`config.mk`:
```
export PLATFORM = sky130hd
export DESIGN_NAME = adf4351_spi_rx_flat
export DESIGN_NICKNAME = d
export VERILOG_FILES = /design/src/rtl/adf4351_pkg.sv /design/src/rtl/adf4351_spi_rx_if.sv /design/src/rtl/adf_sync_edge.sv /design/src/rtl/adf4351_spi_rx.sv /design/src/flat_wrapper.sv
export SDC_FILE = /design/constraint.sdc
export NUM_CORES = 1
export LEC_CHECK = 0
export CAP_MARGIN = 20
export CORE_MARGIN = 8
export CORE_UTILIZATION = 60
export DETAILED_ROUTE_END_ITERATION = 8
export PLACE_DENSITY_LB_ADDON = 0.12
export SYNTH_ARGS = -nofsm -noshare
export SYNTH_HDL_FRONTEND = slang
export SYNTH_SLANG_ARGS = --single-unit
```
`constraint.sdc`:
```
create_clock -name CLK -period 4.35 [get_ports CLK]
set_input_delay 0.6525 -clock CLK [delete_from_list [all_inputs] [get_ports CLK]]
set_output_delay 0.6525 -clock CLK [all_outputs]
set_load 0.05 [all_outputs]
```
`src/rtl/adf4351_pkg.sv`:
```
// Shared ADF4351 definitions: register addresses, frame size, default
// programming words used by the transmit sequencers, and the encoding of
// the receive-side write-order tracker.
package adf4351_pkg;

  localparam int ADF_WORD_BITS = 32;
  localparam int ADF_NUM_REGS  = 6;

  localparam logic [2:0] ADF_ADDR_R0 = 3'd0;
  localparam logic [2:0] ADF_ADDR_R1 = 3'd1;
  localparam logic [2:0] ADF_ADDR_R2 = 3'd2;
  localparam logic [2:0] ADF_ADDR_R3 = 3'd3;
  localparam logic [2:0] ADF_ADDR_R4 = 3'd4;
  localparam logic [2:0] ADF_ADDR_R5 = 3'd5;

  // Power-up programming words; low three bits carry the register address.
  localparam logic [31:0] ADF_DEF_R0 = 32'h00500000;
  localparam logic [31:0] ADF_DEF_R1 = 32'h0800E1A9;
  localparam logic [31:0] ADF_DEF_R2 = 32'h00004E42;
  localparam logic [31:0] ADF_DEF_R3 = 32'h000004B3;
  localparam logic [31:0] ADF_DEF_R4 = 32'h008C803C;
  localparam logic [31:0] ADF_DEF_R5 = 32'h00400005;

  // Write-order tracker: S_EXPn means register n is the next expected write.
  typedef enum logic [2:0] {
    S_IDLE = 3'd0,
    S_EXP4 = 3'd1,
    S_EXP3 = 3'd2,
    S_EXP2 = 3'd3,
    S_EXP1 = 3'd4,
    S_EXP0 = 3'd5
  } seq_state_t;

  // Observability bundle exported by the receiver.
  typedef struct packed {
    seq_state_t  seq_state;
    logic [5:0]  bit_cnt;
    logic        clk_s;
    logic        le_s;
    logic        dout_s;
  } rx_dbg_t;

  // Register address that keeps the sequence going from state s.
  function automatic logic [2:0] seq_expect(input seq_state_t s);
    case (s)
      S_EXP4:  return ADF_ADDR_R4;
      S_EXP3:  return ADF_ADDR_R3;
      S_EXP2:  return ADF_ADDR_R2;
      S_EXP1:  return ADF_ADDR_R1;
      S_EXP0:  return ADF_ADDR_R0;
      default: return ADF_ADDR_R5;
    endcase
  endfunction

  // State reached after the expected write lands in state s.
  function automatic seq_state_t seq_next(input seq_state_t s);
    case (s)
      S_EXP4:  return S_EXP3;
      S_EXP3:  return S_EXP2;
      S_EXP2:  return S_EXP1;
      S_EXP1:  return S_EXP0;
      default: return S_IDLE;
    endcase
  endfunction

endpackage

```
`src/rtl/adf4351_spi_rx_if.sv`:
```
// ADF4351 3-wire bus plus the receiver's readback and status signals.
// Bus protocol: no valid/ready backpressure exists. D_CLK/D_OUT/D_LE are
// driven freely by the transmitter; WORD_VALID and the error/sequence flags
// are single-cycle pulses that any observer must catch on the cycle they
// are high; WORD_DATA/WORD_ADDR hold the last accepted word until the next.
interface adf4351_spi_rx_if #(
  parameter int WORD_BITS = 32
);
  import adf4351_pkg::*;

  logic                 D_CLK;
  logic                 D_OUT;
  logic                 D_LE;
  logic [2:0]           RD_ADDR;
  logic [WORD_BITS-1:0] RD_DATA;
  logic                 WORD_VALID;
  logic [WORD_BITS-1:0] WORD_DATA;
  logic [2:0]           WORD_ADDR;
  logic                 FRAME_ERR;
  logic                 ADDR_ERR;
  logic                 SEQ_ERR;
  logic                 SEQ_DONE;
  rx_dbg_t              DBG;

  // Transmitter / bench side.
  modport master (
    output D_CLK, D_OUT, D_LE, RD_ADDR,
    input  RD_DATA, WORD_VALID, WORD_DATA, WORD_ADDR,
    input  FRAME_ERR, ADDR_ERR, SEQ_ERR, SEQ_DONE, DBG
  );

  // Receiver side.
  modport slave (
    input  D_CLK, D_OUT, D_LE, RD_ADDR,
    output RD_DATA, WORD_VALID, WORD_DATA, WORD_ADDR,
    output FRAME_ERR, ADDR_ERR, SEQ_ERR, SEQ_DONE, DBG
  );

endinterface

```
`src/rtl/adf_sync_edge.sv`:
```
// Multi-flop synchronizer for one asynchronous bus line with a rising-edge
// detector comparing the last sync stage against one extra delay flop.
module adf_sync_edge #(
  parameter int SYNC_STAGES = 2
) (
  input  logic CLK,
  input  logic RST,
  input  logic din,
  output logic dsync,
  output logic rise
);

  logic [SYNC_STAGES-1:0] chain;
  logic                   dly;

  // Shift the raw input through the synchronizer and keep one delayed copy.
  always_ff @(posedge CLK or negedge RST) begin
    if (!RST) begin
      chain <= '0;
      dly   <= 1'b0;
    end else begin
      chain <= {chain[SYNC_STAGES-2:0], din};
      dly   <= chain[SYNC_STAGES-1];
    end
  end

  assign dsync = chain[SYNC_STAGES-1];
  assign rise  = dsync & ~dly;

endmodule

```
`src/rtl/adf4351_spi_rx.sv`:
```
// ADF4351 programming-bus receiver: oversamples D_CLK/D_OUT/D_LE, shifts
// 32-bit words MSB first, validates them on LE rise, keeps an R0..R5 shadow
// bank for readback and tracks the 5,4,3,2,1,0 programming order.
module adf4351_spi_rx
  import adf4351_pkg::*;
#(
  parameter int SYNC_STAGES = 2,
  parameter int WORD_BITS   = ADF_WORD_BITS,
  parameter int NUM_REGS    = ADF_NUM_REGS
) (
  input  logic            CLK,
  input  logic            RST,
  adf4351_spi_rx_if.slave bus
);

  logic                   clk_sync;
  logic                   clk_rise;
  logic                   le_sync;
  logic                   le_rise;
  logic [SYNC_STAGES-1:0] dout_chain;
  logic                   dout_sync;

  logic [WORD_BITS-1:0]   shreg;
  logic [5:0]             bit_cnt;
  logic [WORD_BITS-1:0]   bank [NUM_REGS];
  seq_state_t             seq_state;

  logic [2:0]             frame_addr;
  logic                   frame_full;
  logic                   addr_ok;
  logic                   accept;

  adf_sync_edge #(.SYNC_STAGES(SYNC_STAGES)) u_sync_clk (
    .CLK   (CLK),
    .RST   (RST),
    .din   (bus.D_CLK),
    .dsync (clk_sync),
    .rise  (clk_rise)
  );

  adf_sync_edge #(.SYNC_STAGES(SYNC_STAGES)) u_sync_le (
    .CLK   (CLK),
    .RST   (RST),
    .din   (bus.D_LE),
    .dsync (le_sync),
    .rise  (le_rise)
  );

  // Data line gets the same depth as D_CLK so a bit lines up with its edge.
  always_ff @(posedge CLK or negedge RST) begin
    if (!RST) begin
      dout_chain <= '0;
    end else begin
      dout_chain <= {dout_chain[SYNC_STAGES-2:0], bus.D_OUT};
    end
  end

  assign dout_sync  = dout_chain[SYNC_STAGES-1];
  assign frame_addr = shreg[2:0];
  assign frame_full = (bit_cnt == 6'(WORD_BITS));
  assign addr_ok    = (int'(frame_addr) < NUM_REGS);
  // A simultaneous D_CLK rise is dropped because LE takes priority.
  assign accept     = le_rise & frame_full & addr_ok;

  // Shift bits on D_CLK rise, classify the frame on LE rise.
  always_ff @(posedge CLK or negedge RST) begin
    if (!RST) begin
      shreg          <= '0;
      bit_cnt        <= '0;
      bus.WORD_VALID <= 1'b0;
      bus.WORD_DATA  <= '0;
      bus.WORD_ADDR  <= '0;
      bus.FRAME_ERR  <= 1'b0;
      bus.ADDR_ERR   <= 1'b0;
    end else begin
      bus.WORD_VALID <= 1'b0;
      bus.FRAME_ERR  <= 1'b0;
      bus.ADDR_ERR   <= 1'b0;
      if (le_rise) begin
        bit_cnt <= '0;
        if (!frame_full) begin
          bus.FRAME_ERR <= 1'b1;
        end else if (!addr_ok) begin
          bus.ADDR_ERR <= 1'b1;
        end else begin
          bus.WORD_VALID <= 1'b1;
          bus.WORD_DATA  <= shreg;
          bus.WORD_ADDR  <= frame_addr;
        end
      end else if (clk_rise && !le_sync) begin
        shreg <= {shreg[WORD_BITS-2:0], dout_sync};
        // Saturate so overlong frames can never wrap back to a valid count.
        if (bit_cnt != 6'd63) begin
          bit_cnt <= bit_cnt + 6'd1;
        end
      end
    end
  end

  // Shadow register bank written by accepted frames.
  always_ff @(posedge CLK or negedge RST) begin
    if (!RST) begin
      for (int i = 0; i < NUM_REGS; i++) begin
        bank[i] <= '0;
      end
    end else if (accept) begin
      bank[frame_addr] <= shreg;
    end
  end

  // Registered readback; a same-cycle write is seen one cycle later.
  always_ff @(posedge CLK or negedge RST) begin
    if (!RST) begin
      bus.RD_DATA <= '0;
    end else if (int'(bus.RD_ADDR) < NUM_REGS) begin
      bus.RD_DATA <= bank[bus.RD_ADDR];
    end else begin
      bus.RD_DATA <= '0;
    end
  end

  // Write-order tracker: R5 always (re)starts, anything off-order aborts.
  always_ff @(posedge CLK or negedge RST) begin
    if (!RST) begin
      seq_state    <= S_IDLE;
      bus.SEQ_ERR  <= 1'b0;
      bus.SEQ_DONE <= 1'b0;
    end else begin
      bus.SEQ_ERR  <= 1'b0;
      bus.SEQ_DONE <= 1'b0;
      if (accept) begin
        if (frame_addr == ADF_ADDR_R5) begin
          seq_state <= S_EXP4;
        end else if (seq_state != S_IDLE && frame_addr == seq_expect(seq_state)) begin
          seq_state <= seq_next(seq_state);
          if (seq_state == S_EXP0) begin
            bus.SEQ_DONE <= 1'b1;
          end
        end else begin
          bus.SEQ_ERR <= 1'b1;
          seq_state   <= S_IDLE;
        end
      end
    end
  end

  assign bus.DBG = '{
    seq_state: seq_state,
    bit_cnt:   bit_cnt,
    clk_s:     clk_sync,
    le_s:      le_sync,
    dout_s:    dout_sync
  };

endmodule

```
`src/flat_wrapper.sv`:
```
// flat-port wrapper written by rule: the top's interface ports become plain ports
module adf4351_spi_rx_flat import adf4351_pkg::*;
#(
  parameter int SYNC_STAGES = 2,
  parameter int WORD_BITS   = ADF_WORD_BITS,
  parameter int NUM_REGS    = ADF_NUM_REGS
)
  (CLK, RST, bus_D_CLK, bus_D_OUT, bus_D_LE, bus_RD_ADDR, bus_RD_DATA, bus_WORD_VALID, bus_WORD_DATA, bus_WORD_ADDR, bus_FRAME_ERR, bus_ADDR_ERR, bus_SEQ_ERR, bus_SEQ_DONE, bus_DBG);
  adf4351_spi_rx_if #(.WORD_BITS(WORD_BITS)) bus_i ();
  input  logic CLK;
  input  logic RST;
  input wire logic [$bits(bus_i.D_CLK)-1:0] bus_D_CLK;
  input wire logic [$bits(bus_i.D_OUT)-1:0] bus_D_OUT;
  input wire logic [$bits(bus_i.D_LE)-1:0] bus_D_LE;
  input wire logic [$bits(bus_i.RD_ADDR)-1:0] bus_RD_ADDR;
  output wire logic [$bits(bus_i.RD_DATA)-1:0] bus_RD_DATA;
  output wire logic [$bits(bus_i.WORD_VALID)-1:0] bus_WORD_VALID;
  output wire logic [$bits(bus_i.WORD_DATA)-1:0] bus_WORD_DATA;
  output wire logic [$bits(bus_i.WORD_ADDR)-1:0] bus_WORD_ADDR;
  output wire logic [$bits(bus_i.FRAME_ERR)-1:0] bus_FRAME_ERR;
  output wire logic [$bits(bus_i.ADDR_ERR)-1:0] bus_ADDR_ERR;
  output wire logic [$bits(bus_i.SEQ_ERR)-1:0] bus_SEQ_ERR;
  output wire logic [$bits(bus_i.SEQ_DONE)-1:0] bus_SEQ_DONE;
  output wire logic [$bits(bus_i.DBG)-1:0] bus_DBG;
  assign bus_i.D_CLK = bus_D_CLK;
  assign bus_i.D_OUT = bus_D_OUT;
  assign bus_i.D_LE = bus_D_LE;
  assign bus_i.RD_ADDR = bus_RD_ADDR;
  assign bus_RD_DATA = bus_i.RD_DATA;
  assign bus_WORD_VALID = bus_i.WORD_VALID;
  assign bus_WORD_DATA = bus_i.WORD_DATA;
  assign bus_WORD_ADDR = bus_i.WORD_ADDR;
  assign bus_FRAME_ERR = bus_i.FRAME_ERR;
  assign bus_ADDR_ERR = bus_i.ADDR_ERR;
  assign bus_SEQ_ERR = bus_i.SEQ_ERR;
  assign bus_SEQ_DONE = bus_i.SEQ_DONE;
  assign bus_DBG = bus_i.DBG;
  adf4351_spi_rx #(.SYNC_STAGES(SYNC_STAGES), .WORD_BITS(WORD_BITS), .NUM_REGS(NUM_REGS)) u_core (.CLK(CLK), .RST(RST), .bus(bus_i));
endmodule
```
==> impl_metrics.env <==
export IMPL_synthFlopType="dfrtp_1"
export IMPL_grt_pass1_wl_mm=44.6
export IMPL_hpwl_mm=15.4
export IMPL_postRouteAntennaNets=0
export IMPL_worst_path_dominant_cell_family="buffers and inverters"
export IMPL_grt_usage=0.213
export IMPL_vdd_drop_max_mv=0.305
export IMPL_coreArea_um2=21000
export IMPL_synth_async_reset_ratio=1.00
export IMPL_critPathMaxFanout=18
export IMPL_grt_setup_unrepaired="no"
export IMPL_hp_class="input pin to async pin"
export IMPL_hold_viol_final=0
export IMPL_diodes=0
export IMPL_crit_top_cell="nand2_1"
export IMPL_postPlaceCellArea_um2=13900
export IMPL_crit_buf_inv=2
export IMPL_first_pass_iters=4
export IMPL_start_util=0.609
export IMPL_finalCriticalPeriod_ns=2.78
export IMPL_antenna_found_initial=0
export IMPL_max_cap_violations=0
export IMPL_fin_crit_sh=0.640
export IMPL_cts_resized=0
export IMPL_yosysSeqAreaShare=0.608
export IMPL_drive_gt1_frac=0.314
export IMPL_synth_area_leaders="dfrtp_1 (61%), mux2_2 (17%), mux4_2 (5.6%)"
export IMPL_design_die_area_um2=26200
export IMPL_whs_ns=0.211
export IMPL_finalSetupViolations=0
export IMPL_synthDistinctLibCells=49
export IMPL_postSynthCellCount=890
export IMPL_cts_sinks=310
export IMPL_r2r_end="u_core.bus.WORD_DATA[27]"
export IMPL_cp_end_kind="flip-flop"
export IMPL_powerDensity_nw_per_um2=399
export IMPL_max_freq_mhz=359
export IMPL_critPathSlowestCell="inv_1"
export IMPL_drc_errors=0
export IMPL_critPathKind="flip-flop to flip-flop"
export IMPL_postCtsSetupBuffers=0
export IMPL_cts_made_buffers=31
export IMPL_status="complete, no violations"
export IMPL_first_global_vias=8065
export IMPL_path_clk_slew_ns=0.06
export IMPL_utilization=0.711
export IMPL_clockBufferDepth=3
export IMPL_cts_htree_levels=1
export IMPL_tightest_slew_ns=1.03
export IMPL_fin_nets=982
export IMPL_drt_iter0_drc=380
export IMPL_ioPinCount=92
export IMPL_skew_ns=0.00744
export IMPL_gp_congestion=0.718
export IMPL_num_vias=7410
export IMPL_holdBufCountCts=0
export IMPL_syn_to_final_growth_pct=16.8
export IMPL_reg2reg_from="u_core.u_sync_le.chain[1]"
export IMPL_dieWidth_um=162
export IMPL_cp_start_kind="flip-flop"
export IMPL_synth_edf_count=0
export IMPL_finalMaxSlewViolations=0
export IMPL_die_h_um=162
export IMPL_post_drt_wl_per_cell_um=21.6
export IMPL_max_stage_delay_ns=0.74
export IMPL_required_ns=4.82
export IMPL_clock_latency_ns=0.54
export IMPL_relSlewSlack=0.316
export IMPL_design_area_um2=14900
export IMPL_path_cells="nor2b_1, nand3_4, a21o_1, inv_1, buf_4, nand2_1, nand2_1"
export IMPL_fp_row_count=53
export IMPL_wl_mm=27.4
export IMPL_cts_tree="yes"
export IMPL_yosysWarnings=0
export IMPL_grt_max_degree=118
export IMPL_syn_num_nets=901
export IMPL_via_per_inst=5.85
export IMPL_gr_total_overflow=0
export IMPL_synth_top_area_share=0.608
export IMPL_io_buffers=91
export IMPL_r2r_cells=7
export IMPL_root_buffer="clkbuf_16"
export IMPL_r2r_slack_ns=1.57
export IMPL_synth_seq_cells=310
export IMPL_p_leak_nw=7.31
export IMPL_arrival_ns=3.26
export IMPL_synth_cell_area_um2=12800
export IMPL_fin_tns_setup_ns=0
export IMPL_syn_avg_cell_area_um2=14.3
export IMPL_yosysTopAreaCell="dfrtp_1"
## area by class of cell
type                       count  area, um^2
clock buffer                  44         905
multi-input combinational    483        4570
tap                          275         344
sequential                   310        7760
timing repair buffer         107        1050
inverter                      38         143
clock inverter                10         125
fill                        1390        6050
## cell families after synthesis
logic type,Yosys count,share of synthesized area
buf+inv,97,0.0348
compound gates,48,0.0247
fa+ha+maj,3,0.00294
simple gates,154,0.0604
flops,310,0.608
mux,270,0.263
xor+xnor,8,0.00549
## metal layers
layer  GRT usage  wire [um]  up-vias
met2       0.363      14200      160
met5           0          0        -
met4      0.0606        423        0
met1       0.280      11600     3957
li1            -          -     3259
met3      0.0326       1240       34
## where the power goes
group	leakage [nW]	total, mW	internal [mW]	switching (mW)
Clock	0.515	2.67	1.61	1.06
Combinational	2.50	0.233	0.0874	0.146
Sequential	4.30	3.04	2.92	0.116
## registers in the layout, indices dropped and copies added, names as in the netlist
signal and cells:
u_core.bank 192, u_core.bus.RD_DATA 32, u_core.shreg 32, u_core.bus.WORD_DATA 30
u_core.bit_cnt 6, u_core.seq_state 3, u_core.bus.WORD_ADDR 2, u_core.dout_chain 2
u_core.u_sync_clk.chain 2, u_core.u_sync_le.chain 2, u_core.bus.ADDR_ERR 1, u_core.bus.FRAME_ERR 1
u_core.bus.SEQ_DONE 1, u_core.bus.SEQ_ERR 1, u_core.bus.WORD_VALID 1, u_core.u_sync_clk.dly 1
u_core.u_sync_le.dly 1
## synthesized netlist by cell type (2+ instances only)
| master | number |
|---|---|
| xor2_1 | 4 |
| or2_2 | 2 |
| nor4b_4 | 2 |
| o22ai_1 | 32 |
| xnor2_1 | 4 |
| clkbuf_1 | 18 |
| buf_2 | 28 |
| dfrtp_1 | 310 |
| nand2b_1 | 6 |
| a21oi_1 | 3 |
| nor2_1 | 15 |
| nand2_1 | 95 |
| mux2i_1 | 32 |
| nor2b_1 | 8 |
| buf_4 | 10 |
| mux2_1 | 9 |
| mux2_2 | 197 |
| ha_1 | 3 |
| o21ai_0 | 2 |
| nand3_1 | 5 |
| buf_1 | 2 |
| a31oi_1 | 2 |
| inv_1 | 38 |
| mux4_2 | 32 |
| nor4_1 | 2 |
| and2_1 | 5 |
| nand4_1 | 2 |
## stage by stage
step,power (mW),worst slack (ns),instances
after floorplan,3.19,2.13,890
after global placement,3.31,1.75,1213
after detailed placement,3.33,1.56,1213
after CTS,5.99,1.55,1267
after global routing,6.15,1.41,1267
final,5.94,1.57,1267
## worst max-delay path by stage
stage / startpoint / to / cells past startpoint
floorplan: u_core.bit_cnt[0] / u_core.bank[15] / 8
global placement: u_core.u_sync_le.chain[1] / u_core.bus.WORD_ADDR[0] / 7
detailed placement: u_core.u_sync_le.chain[1] / u_core.bus.WORD_DATA[27] / 7
CTS: u_core.u_sync_le.chain[1] / u_core.bus.WORD_DATA[27] / 7
global route: u_core.u_sync_le.chain[1] / u_core.bus.WORD_DATA[24] / 7
finish: u_core.u_sync_le.chain[1] / u_core.bus.WORD_DATA[27] / 7
## placed cells by master, fill, tap and decap left out, types with 3 or more instances in the layout
cell type,instances
mux2i_1,32
xnor2_1,4
mux2_2,197
mux4_2,32
and2_1,5
clkbuf_1,5
ha_1,3
nand2_1,95
buf_4,15
clkbuf_16,31
clkdlybuf4s50_1,88
nor2b_1,8
bufinv_16,3
mux2_1,9
nand3_1,3
inv_1,38
dfrtp_1,310
clkinv_2,7
nand2b_1,5
a21oi_1,3
xor2_1,4
o22ai_1,32
nor2_1,15
clkbuf_8,8
(Power assumes the default switching activity.)
